--- src/rtl/wb_port_arbiter_pkg.sv ---
`default_nettype none
// ============================================================================
//  Module   : wb_port_arbiter_pkg
//  Purpose  : Shared definitions for the write-back port arbiter: default
//             data/address widths and the starvation-guard FSM encoding.
//  Revision : 1.0 - initial release
// ============================================================================
package wb_port_arbiter_pkg;

    localparam int c_DATA_W_DEFAULT = 16;
    localparam int c_ADDR_W_DEFAULT = 4;

    typedef enum logic [1:0] {
        S_IDLE  = 2'd0,
        S_WAIT  = 2'd1,
        S_STALL = 2'd2,
        S_GRANT = 2'd3
    } guard_state_t;

endpackage
`default_nettype wire

--- src/rtl/wb_starve_guard.sv ---
`default_nettype none
// ============================================================================
//  Module   : wb_starve_guard
//  Purpose  : Watches the long-latency unit being blocked by the pipeline.
//             After STARVE_LIMIT-1 consecutive blocked cycles in WAIT it
//             requests one pipeline bubble (pipe_stall, one registered cycle)
//             and then holds a forced grant until the LLU is served or drops.
//  Ports    : clk, rst_n        - clock, asynchronous active-low reset
//             pipe_req          - pipeline has a real (non-r0) write
//             lu_valid/lu_ready - LLU handshake as seen at the write port
//             force_grant       - FSM is in GRANT
//             pipe_stall        - one-cycle bubble request
//  Revision : 1.0 - initial release
// ============================================================================
module wb_starve_guard
    import wb_port_arbiter_pkg::*;
#(
    parameter int STARVE_LIMIT = 4
) (
    input  logic clk,
    input  logic rst_n,
    input  logic pipe_req,
    input  logic lu_valid,
    input  logic lu_ready,
    output logic force_grant,
    output logic pipe_stall
);

    localparam logic [3:0] c_STALL_AT = 4'(STARVE_LIMIT - 1);

    guard_state_t r_state;
    guard_state_t w_state_next;
    logic [3:0]   r_cnt;
    logic [3:0]   w_cnt_next;
    logic [3:0]   w_cnt_inc;
    logic         r_pipe_stall;
    logic         w_blocked;
    logic         w_handshake;

    assign w_blocked   = lu_valid && pipe_req;
    assign w_handshake = lu_valid && lu_ready;
    // Saturating increment keeps the counter pinned at 15 instead of wrapping.
    assign w_cnt_inc   = (r_cnt == 4'hF) ? r_cnt : r_cnt + 4'd1;

    always_comb begin
        w_state_next = r_state;
        w_cnt_next   = r_cnt;
        case (r_state)
            S_IDLE: begin
                w_cnt_next = 4'd0;
                if (w_blocked) begin
                    w_state_next = S_WAIT;
                end
            end
            S_WAIT: begin
                if (w_blocked) begin
                    w_cnt_next = w_cnt_inc;
                    if (w_cnt_inc >= c_STALL_AT) begin
                        w_state_next = S_STALL;
                    end
                end else begin
                    // Either the LLU was served or it withdrew.
                    w_state_next = S_IDLE;
                    w_cnt_next   = 4'd0;
                end
            end
            S_STALL: begin
                w_state_next = S_GRANT;
            end
            S_GRANT: begin
                // A pipeline write here blocks the handshake, so the FSM
                // simply stays put until the bubble actually arrives.
                if (w_handshake || !lu_valid) begin
                    w_state_next = S_IDLE;
                    w_cnt_next   = 4'd0;
                end
            end
            default: begin
                w_state_next = S_IDLE;
                w_cnt_next   = 4'd0;
            end
        endcase
    end

    always_ff @(posedge clk or negedge rst_n) begin
        if (!rst_n) begin
            r_state      <= S_IDLE;
            r_cnt        <= 4'd0;
            r_pipe_stall <= 1'b0;
        end else begin
            r_state      <= w_state_next;
            r_cnt        <= w_cnt_next;
            r_pipe_stall <= (w_state_next == S_STALL);
        end
    end

    assign force_grant = (r_state == S_GRANT);
    assign pipe_stall  = r_pipe_stall;

endmodule
`default_nettype wire

--- src/rtl/wb_port_arbiter.sv ---
`default_nettype none
// ============================================================================
//  Module   : wb_port_arbiter
//  Purpose  : Arbitrates the single register-file write port between the
//             MEM/WB pipeline stage (fixed priority) and a long-latency unit.
//             Build option WB_STARVE_GUARD_EN adds a starvation guard that
//             requests a pipeline bubble and flags broken bubble contracts.
//  Ports    : clk, rst_n                      - clock, async active-low reset
//             wb_reg_write, wb_mem_to_reg,
//             wb_alu_result, wb_mem_data, wb_rd - MEM/WB write request
//             lu_valid, lu_rd, lu_data, lu_ready - LLU result handshake
//             rf_we, rf_waddr, rf_wdata        - register-file write port
//             pipe_stall                       - one-cycle bubble request
//             protocol_err                     - sticky contract violation
//  Revision : 1.0 - initial release
// ============================================================================
module wb_port_arbiter
    import wb_port_arbiter_pkg::*;
#(
    parameter int DATA_W       = c_DATA_W_DEFAULT,
    parameter int ADDR_W       = c_ADDR_W_DEFAULT,
    parameter int STARVE_LIMIT = 4
) (
    input  logic              clk,
    input  logic              rst_n,
    input  logic              wb_reg_write,
    input  logic              wb_mem_to_reg,
    input  logic [DATA_W-1:0] wb_alu_result,
    input  logic [DATA_W-1:0] wb_mem_data,
    input  logic [ADDR_W-1:0] wb_rd,
    input  logic              lu_valid,
    input  logic [ADDR_W-1:0] lu_rd,
    input  logic [DATA_W-1:0] lu_data,
    output logic              lu_ready,
    output logic              rf_we,
    output logic [ADDR_W-1:0] rf_waddr,
    output logic [DATA_W-1:0] rf_wdata,
    output logic              pipe_stall,
    output logic              protocol_err
);

    logic              w_pipe_req;
    logic              w_lu_win;
    logic              w_we;
    logic [ADDR_W-1:0] w_waddr;
    logic [DATA_W-1:0] w_wdata;

    // Writes to r0 are architectural no-ops, so they never claim the port.
    assign w_pipe_req = wb_reg_write && (wb_rd != '0);
    assign w_lu_win   = lu_valid && !w_pipe_req;

    always_comb begin
        w_we    = 1'b0;
        w_waddr = '0;
        w_wdata = '0;
        if (w_pipe_req) begin
            w_we    = 1'b1;
            w_waddr = wb_rd;
            w_wdata = wb_mem_to_reg ? wb_mem_data : wb_alu_result;
        end else if (lu_valid) begin
            // An LLU result to r0 is still accepted, just not written.
            w_we    = (lu_rd != '0);
            w_waddr = lu_rd;
            w_wdata = lu_data;
        end
    end

    // Reset gates the write enable and handshake directly so nothing leaks
    // into the register file or the LLU while rst_n is low.
    assign rf_we    = rst_n && w_we;
    assign lu_ready = rst_n && w_lu_win;
    assign rf_waddr = w_waddr;
    assign rf_wdata = w_wdata;

`ifdef WB_STARVE_GUARD_EN
    logic w_force_grant;
    logic r_protocol_err;

    wb_starve_guard #(
        .STARVE_LIMIT (STARVE_LIMIT)
    ) u_starve_guard (
        .clk         (clk),
        .rst_n       (rst_n),
        .pipe_req    (w_pipe_req),
        .lu_valid    (lu_valid),
        .lu_ready    (w_lu_win),
        .force_grant (w_force_grant),
        .pipe_stall  (pipe_stall)
    );

    // The pipeline keeps priority even during a forced grant; the grant is
    // realised by the bubble, so a pipeline write here is a contract breach.
    always_ff @(posedge clk or negedge rst_n) begin
        if (!rst_n) begin
            r_protocol_err <= 1'b0;
        end else if (w_force_grant && w_pipe_req) begin
            r_protocol_err <= 1'b1;
        end
    end

    assign protocol_err = r_protocol_err;
`else
    logic w_unused;

    // Pure fixed priority: no sequential state, so clk and the starvation
    // limit are intentionally unused here.
    assign w_unused     = ^{clk, 4'(STARVE_LIMIT)};
    assign pipe_stall   = 1'b0;
    assign protocol_err = 1'b0;
`endif

endmodule
`default_nettype wire

--- config.mk ---
export PLATFORM = sky130hd
export DESIGN_NAME = wb_port_arbiter
export DESIGN_NICKNAME = d
export VERILOG_FILES = /design/src/rtl/wb_port_arbiter_pkg.sv /design/src/rtl/wb_starve_guard.sv /design/src/rtl/wb_port_arbiter.sv
export SDC_FILE = /design/constraint.sdc
export NUM_CORES = 1
export LEC_CHECK = 0
export ABC_CLOCK_PERIOD_IN_PS = 1100
export CAP_MARGIN = 20
export CORE_MARGIN = 3
export CORE_UTILIZATION = 23
export DETAILED_ROUTE_END_ITERATION = 8
export PLACE_DENSITY = 0.84
export SLEW_MARGIN = 20
export SYNTH_ARGS = -nofsm -noshare
export SYNTH_HDL_FRONTEND = slang
export SYNTH_SLANG_ARGS = --single-unit
--- constraint.sdc ---
create_clock -name vclk -period 1.1
set_input_delay 0.11 -clock vclk [all_inputs]
set_output_delay 0.11 -clock vclk [all_outputs]
set_load 0.05 [all_outputs]
==> results of run 1 <==
==> per-stage QoR <==
step                      hold slack (ps)  setup WS, ps  TNS (ps)
after global placement                921          -671    -13540
after floorplan                       436          -269     -4200
after detailed placement              934          -752    -14590
==> logic make-up after synthesis <==
| group | Yosys count | synth area share, % |
|---|---|---|
| AOI/OAI and AO/OA | 8 | 15.8 |
| muxes | 32 | 60.5 |
| other | 1 | 0.709 |
| buffers and inverters | 8 | 10.4 |
| and+or+nand+nor | 17 | 12.5 |
==> synth_stat cells (2+ instances only) <==
cell and instances:
a32o_1 4, buf_2 2, buf_4 2, buf_6 2, clkbuf_1 2, mux2i_1 32
nand2_1 16
==> run metrics, run 1 <==
Starting Density=between 20% and 30%; Post-DP Area=0.00188 mm²; Port Buf Inserts=82; IO Count=85; Synth top area share=about 60%; post-CTS sizing=51; status=stopped before the end; cell taking the most area after synthesis=mux2i_1; Placed Cells=about 190; Post-Syn Area per Cell=8.02 µm²; die width=~54 µm; Yosys Warn Count=0; RePlAce Congestion=roughly 0.79; Gate Count Post-Synth=66; cts hold-fix bufs=0; post-CTS setup buffer count=1; cell row count=16; Failed at=4_1_cts; Seq/Total Area, Yosys=0%; HPWL after DPL=3130 µm; Error=[ERROR DPL-0038] Utilization greater than 100%, impossible to legalize; Die Height=around 54 µm; Yosys cell types=13; mapped cell area=around 530 µm²; Area contributors post-synth=mux2i_1 61%, nand2_1 11%, a32o_1 7.6%
==> run 2, diff against run 1 <==
--- a/config.mk
+++ b/config.mk
@@ -7,10 +7,10 @@
 export LEC_CHECK = 0
 export ABC_CLOCK_PERIOD_IN_PS = 1100
 export CAP_MARGIN = 20
-export CORE_MARGIN = 3
-export CORE_UTILIZATION = 23
+export CORE_AREA = 3 3 64 66
 export DETAILED_ROUTE_END_ITERATION = 8
-export PLACE_DENSITY = 0.84
+export DIE_AREA = 0 0 67 69
+export PLACE_DENSITY_LB_ADDON = 0.15
 export SLEW_MARGIN = 20
 export SYNTH_ARGS = -nofsm -noshare
 export SYNTH_HDL_FRONTEND = slang
==> run 2 against run 1 <==
  * The flow now finishes, with violations (negative setup slack)
  * Synthesized cell count did not move
  * Area after synthesis unchanged
==> run metrics, run 2 <==
status=complete, but fails checks; failing checks=negative setup slack; IO Count=85 (unchanged); WP data required=about 990 ps; cell row count=22 (+6); Max Slew Vio Count=0; Yosys cell types=13 (unchanged); HPWL after DPL=2480 µm (-21%); Final Worst Setup Slack=-308 ps; routed wl met2=around 1500 µm; uppermost routed layer=met3; Post-Syn Area per Cell=8.02 µm² (unchanged); vias in the first global route=about 1000; RSZ-0062 raised after global routing=yes; Die Height=69 µm (+28%); Peak VDD IR=a little over 0.3 mV; drt pass-1 iters=4; Startpoint Class=primary input; Hold Path Class=primary input to primary output; mapped cell area=529 µm² (unchanged); pwr/cell area=between 600 and 700 mW/mm²; most frequent cells in the layout=52 x clkdlybuf4s50_1, 25 x buf_12, 22 x mux2i_4; Peak Freq=between 0.7 and 0.8 GHz; Synth top area share=60.5% (unchanged); arrival time worst endpoint=approximately 1300 ps; largest net degree at the start of global routing=9; first-pass GRT wire length=about 4800 µm; Setup CP Type=primary input to primary output; die area=roughly 0.0046 mm²; final net count=approximately 220; die width=67 µm (+24%); final core utilization=58.4%; Port Buf Inserts=82 (unchanged); Seq/Total Area, Yosys=0% (unchanged); Setup violations, final=22; most common cell in the netlist=mux2i_1; grt total ovfl=0; Metal-1 WL=1020 µm; Starting Density=14.6% (-11 points); Fin. Hold Viols=0; ant diodes=0; post-layout min period=between 1000 and 1500 ps; Yosys Warn Count=0 (unchanged); Area Growth Syn to Fin=301%; synth cell count leaders=32 x mux2i_1, 16 x nand2_1, 4 x a32o_1; via count=890; # clk buffers=0; Via density=approximately 4.3; Storage cell area=0 µm²; Design Power=1290 µW; per-cell routed wire length=between 10 and 15 µm; Gate Count Post-Synth=66 (unchanged); cell taking the most area after synthesis=mux2i_1; Routed Antenna Nets=0; antenna violations before repair=0; core area=approximately 0.0036 mm²; drt drc=0; Area contributors post-synth=mux2i_1 61%, nand2_1 11%, a32o_1 7.6%; crit share post-route=128%; Met3 Wirelength=between 300 and 400 µm; Routed WL=roughly 2900 µm; layout cell share with drive strength beyond 1=approximately half; most common cell after layout, fill and taps aside=clkdlybuf4s50_1; crit path max fanout=7; Pleak=0.000837 µW; FF+latch count=0; max_cap viols=0; RePlAce Congestion=0.726 (-8.5%); initial detailed-routing violation count=9; GR Util All Layers=between 10% and 20%; CP endpoint kind=primary output
-- run 2: cell counts after synthesis --
Identical to the previous run, type by type.
-- run 2: critical path: stages --
cell     delay (ps)
buf_8           100
o41a_4          550
buf_12          180
mux2i_4         190
buf_12          160
-- run 2: per-stage QoR --
step | TNS (ps) | cell area (µm²) | hold WS (ps) | setup slack [ps] | std cells
final | -5830 | 2120 | 679 | -308 | 206
after global routing | -6450 | 2120 | 695 | -339 | 206
after CTS | -6290 | 2090 | 703 | -314 | 205
after detailed placement | -14210 | 1900 | 922 | -696 | 204
after global placement | -13770 | 1900 | 921 | -665 | 204
after floorplan | -4200 | 706 | 436 | -269 | 67
-- run 2: repair_timing --
| item | in CTS | in global routing |
|---|---|---|
| gates cloned | 1 | 0 |
| gates resized for setup | 46 | 11 |
| setup endpoints to repair | 22 | 22 |
| endpoints found under the hold margin | 0 | 0 |
| pin swaps | 4 | 5 |
| hold buffers | 0 | 0 |
| buffers inserted | 0 | 1 |
-- run 2: cell type report --
class	count	area, µm²
tap	48	60.1
timing repair buffer	99	1250
fill	314	1510
multi-input combinational	59	815
-- run 2: logic make-up (layout without fill, tap and decap cells) --
family	after synthesis	in the layout	share of synthesized area, %
muxes	32	32	60.5
buffers and inverters	8	99	10.4
and+or+nand+nor	17	17	12.5
other	1	2	0.709
AOI/OAI and AO/OA	8	8	15.8
-- run 2: path summary, 6_finish.rpt --
check | start | to | cells after the start
setup / recovery | wb_rd[0] | rf_wdata[14] | 5
hold / removal | wb_rd[3] | rf_waddr[3] | 4
-- run 2: routing by layer --
metal / GRT usage, % / vias up
met5: 0 / -
met4: 0 / 0
met3: 3.09 / 0
met2: 24.5 / 54
met1: 14.2 / 404
li1: - / 432
-- run 2: power by group --
group / internal [µW] / leakage, µW / total [µW] / switching, µW
registers: 0 / 0 / 0 / 0
clock network: 0 / 0 / 0 / 0
logic: 717 / 0.000837 / 1290 / 575
total: 717 / 0.000837 / 1290 / 575
Power figures use the tool's default switching activity.
==> edit: new RTL, config.mk and constraints of run 2 <==
Set the package constant `c_ADDR_W_DEFAULT` to 6 (it was 4).
--- a/src/rtl/wb_port_arbiter_pkg.sv
+++ b/src/rtl/wb_port_arbiter_pkg.sv
@@ -8,7 +8,7 @@
 package wb_port_arbiter_pkg;
 
     localparam int c_DATA_W_DEFAULT = 16;
-    localparam int c_ADDR_W_DEFAULT = 4;
+    localparam int c_ADDR_W_DEFAULT = 6;
 
     typedef enum logic [1:0] {
         S_IDLE  = 2'd0,
Interface: changed (resized lu_rd, rf_waddr and wb_rd); port bits go from 85 to 91. The function was not compared with the original's and may differ.
==> edit against run 2 <==
The run still ends with setup timing left. Global-route usage up 0.44 points. Total power down 3.6%. Hold slack worse by 0.10 ns. First-iteration DRC count up 100%. Wire length up 4.7%. Design area down 2.9%. Synthesized area up 6.4%. Critical path depth up 1. Setup slack worse by 0.44 ns.
==> edit: results (changes against run 2) <==
status:
  status: "finished, violations left"
  violations: "setup timing"
final_layout:
  fill_cells: 345  # +9.9%
  nets: 234  # +5.9%
  n_antenna_cell: 0  # unchanged
  seq_cell_count: 0  # unchanged
  final_cells: 215  # +4.4%
  drive_gt1_share_pct: 42.51  # -7.5 points
routing:
  drt_iter0_drc: 18  # +9
  wl_per_cell_um: 14.17  # +0.29%
  firstDrtPassIters: 2  # -2
  dr_total_vias: 948  # +6.5%
global_routing:
  globalRouteTotalUtil_pct: 13.06  # +0.44 points
  grt_max_degree: 11  # +2
  use_met3_pct: 2.443  # -0.65 points
  grt_util_met1_pct: 14.37  # +0.14 points
  grtUsageMet2_pct: 25.76  # +1.3 points
  grt_pass1_wl_um: 4954  # +3.8%
  grt_pass1_vias: 1056  # +1.1%
place:
  dpl.hpwl_um: 2699  # +8.8%
  placed_cells: 213  # +4.4%
  routabilityCongestion: 0.7816  # +7.7%
  portBuffers: 88  # +7.3%
timing:
  setup_ws_ns: -0.7473  # -0.4395 ns
  setup_viol: 24  # +9.1%
worst_setup_path:
  path_max_fanout: 6  # -1
  cp-startpoint: "wb_rd[4]"
  critPathArrivalTime_ns: 1.74  # +0.44 ns
  endpoint: "rf_wdata[10]"
power:
  swShare_pct: 45.19  # +0.67 points
  peakVddDrop_v: 0.0002394  # -21%
  p_leak_nw: 0.8454  # +0.96%
yosys:
  syn_avg_cell_area_sq_um: 8.043  # +0.30%
  synth.top_cells.by_area: "mux2i_1 (57%), a32o_1 (11%), nand2_1 (11%)"
  synth_cell_type_count: 14  # +1
  synth_common_cells: "mux2i_1 (32), nand2_1 (16), a32o_1 (6)"
[edit: cell types whose count changed after synthesis]
| cell | before | now |
|---|---|---|
| buf_2 | 2 | 1 |
| a21boi_0 | 1 | 0 |
| o41ai_2 | 1 | 0 |
| or4_1 | 0 | 1 |
| a32o_1 | 4 | 6 |
| o31ai_1 | 0 | 1 |
| o31ai_4 | 0 | 1 |
| or4_4 | 0 | 1 |
| a21boi_1 | 0 | 1 |
| o41a_1 | 1 | 0 |
| clkbuf_1 | 2 | 4 |
| o41ai_1 | 1 | 0 |
[edit: repair_timing]
action                                  CTS  global route
gates cloned                              1             0
resized for setup                        23             2
buffers inserted                          2             1
endpoints found under the setup margin   24            24
pin swaps                                 6             2
[edit: how the worst min path moves through the flow]
stage | start | end | slack [ns] | cells past startpoint
2_1_floorplan | rst_n | rf_we | 0.45 | 1
3_3_place_gp | lu_data[14] | rf_wdata[14] | 0.94 | 4
3_5_place_dp | lu_data[10] | rf_wdata[10] | 0.95 | 4
4_1_cts | wb_rd[3] | rf_waddr[3] | 0.58 | 3
5_1_grt | wb_rd[3] | rf_waddr[3] | 0.59 | 3
6_report | wb_rd[3] | rf_waddr[3] | 0.58 | 3
[edit: metrics by stage]
step	setup TNS (ns)	instance area (sq um)	setup slack (ns)
finish	-16.60	2059	-0.7473
CTS	-17.95	2062	-0.7860
floorplan	-14.53	783.3	-0.6810
detailed placement	-25.21	2016	-1.088
global placement	-24.92	2016	-1.074
global route	-17.72	2059	-0.8033
[edit: cells by family (layout without fill, tap and decap cells)]
kind of cell / after synthesis / in the layout / synth area share, %
multiplexers: 32 / 32 / 56.89
AND/OR/NAND/NOR: 19 / 19 / 15.11
AO/OA/AOI/OAI: 9 / 9 / 17.11
buffers and inverters: 9 / 105 / 10.22
other: 1 / 2 / 0.6660
[edit: layout make-up]
cell class	instances	share of cell area (%)
Tap cell	48	2.916
Multi-Input combinational cell	62	35.48
Timing Repair Buffer	105	61.60
[edit: metal layers]
layer,vias up,wire length [um]
met5,-,0
met4,0,20
met3,2,330
met2,49,1680
met1,435,1016
li1,462,-
[edit: power groups by stage]
stage | clock network, mW | registers, mW | logic (mW)
2_1_floorplan | 0 | 0 | 0.598
3_3_place_gp | 0 | 0 | 1.22
3_5_place_dp | 0 | 0 | 1.24
4_1_cts | 0 | 0 | 1.26
5_1_grt | 0 | 0 | 1.30
6_report | 0 | 0 | 1.25
[edit: critical path, stage by stage]
cell     delay [ns]
buf_6          0.10
or4_4          0.53
o31ai_4        0.31
buf_6          0.25
mux2i_4        0.27
buf_12         0.16
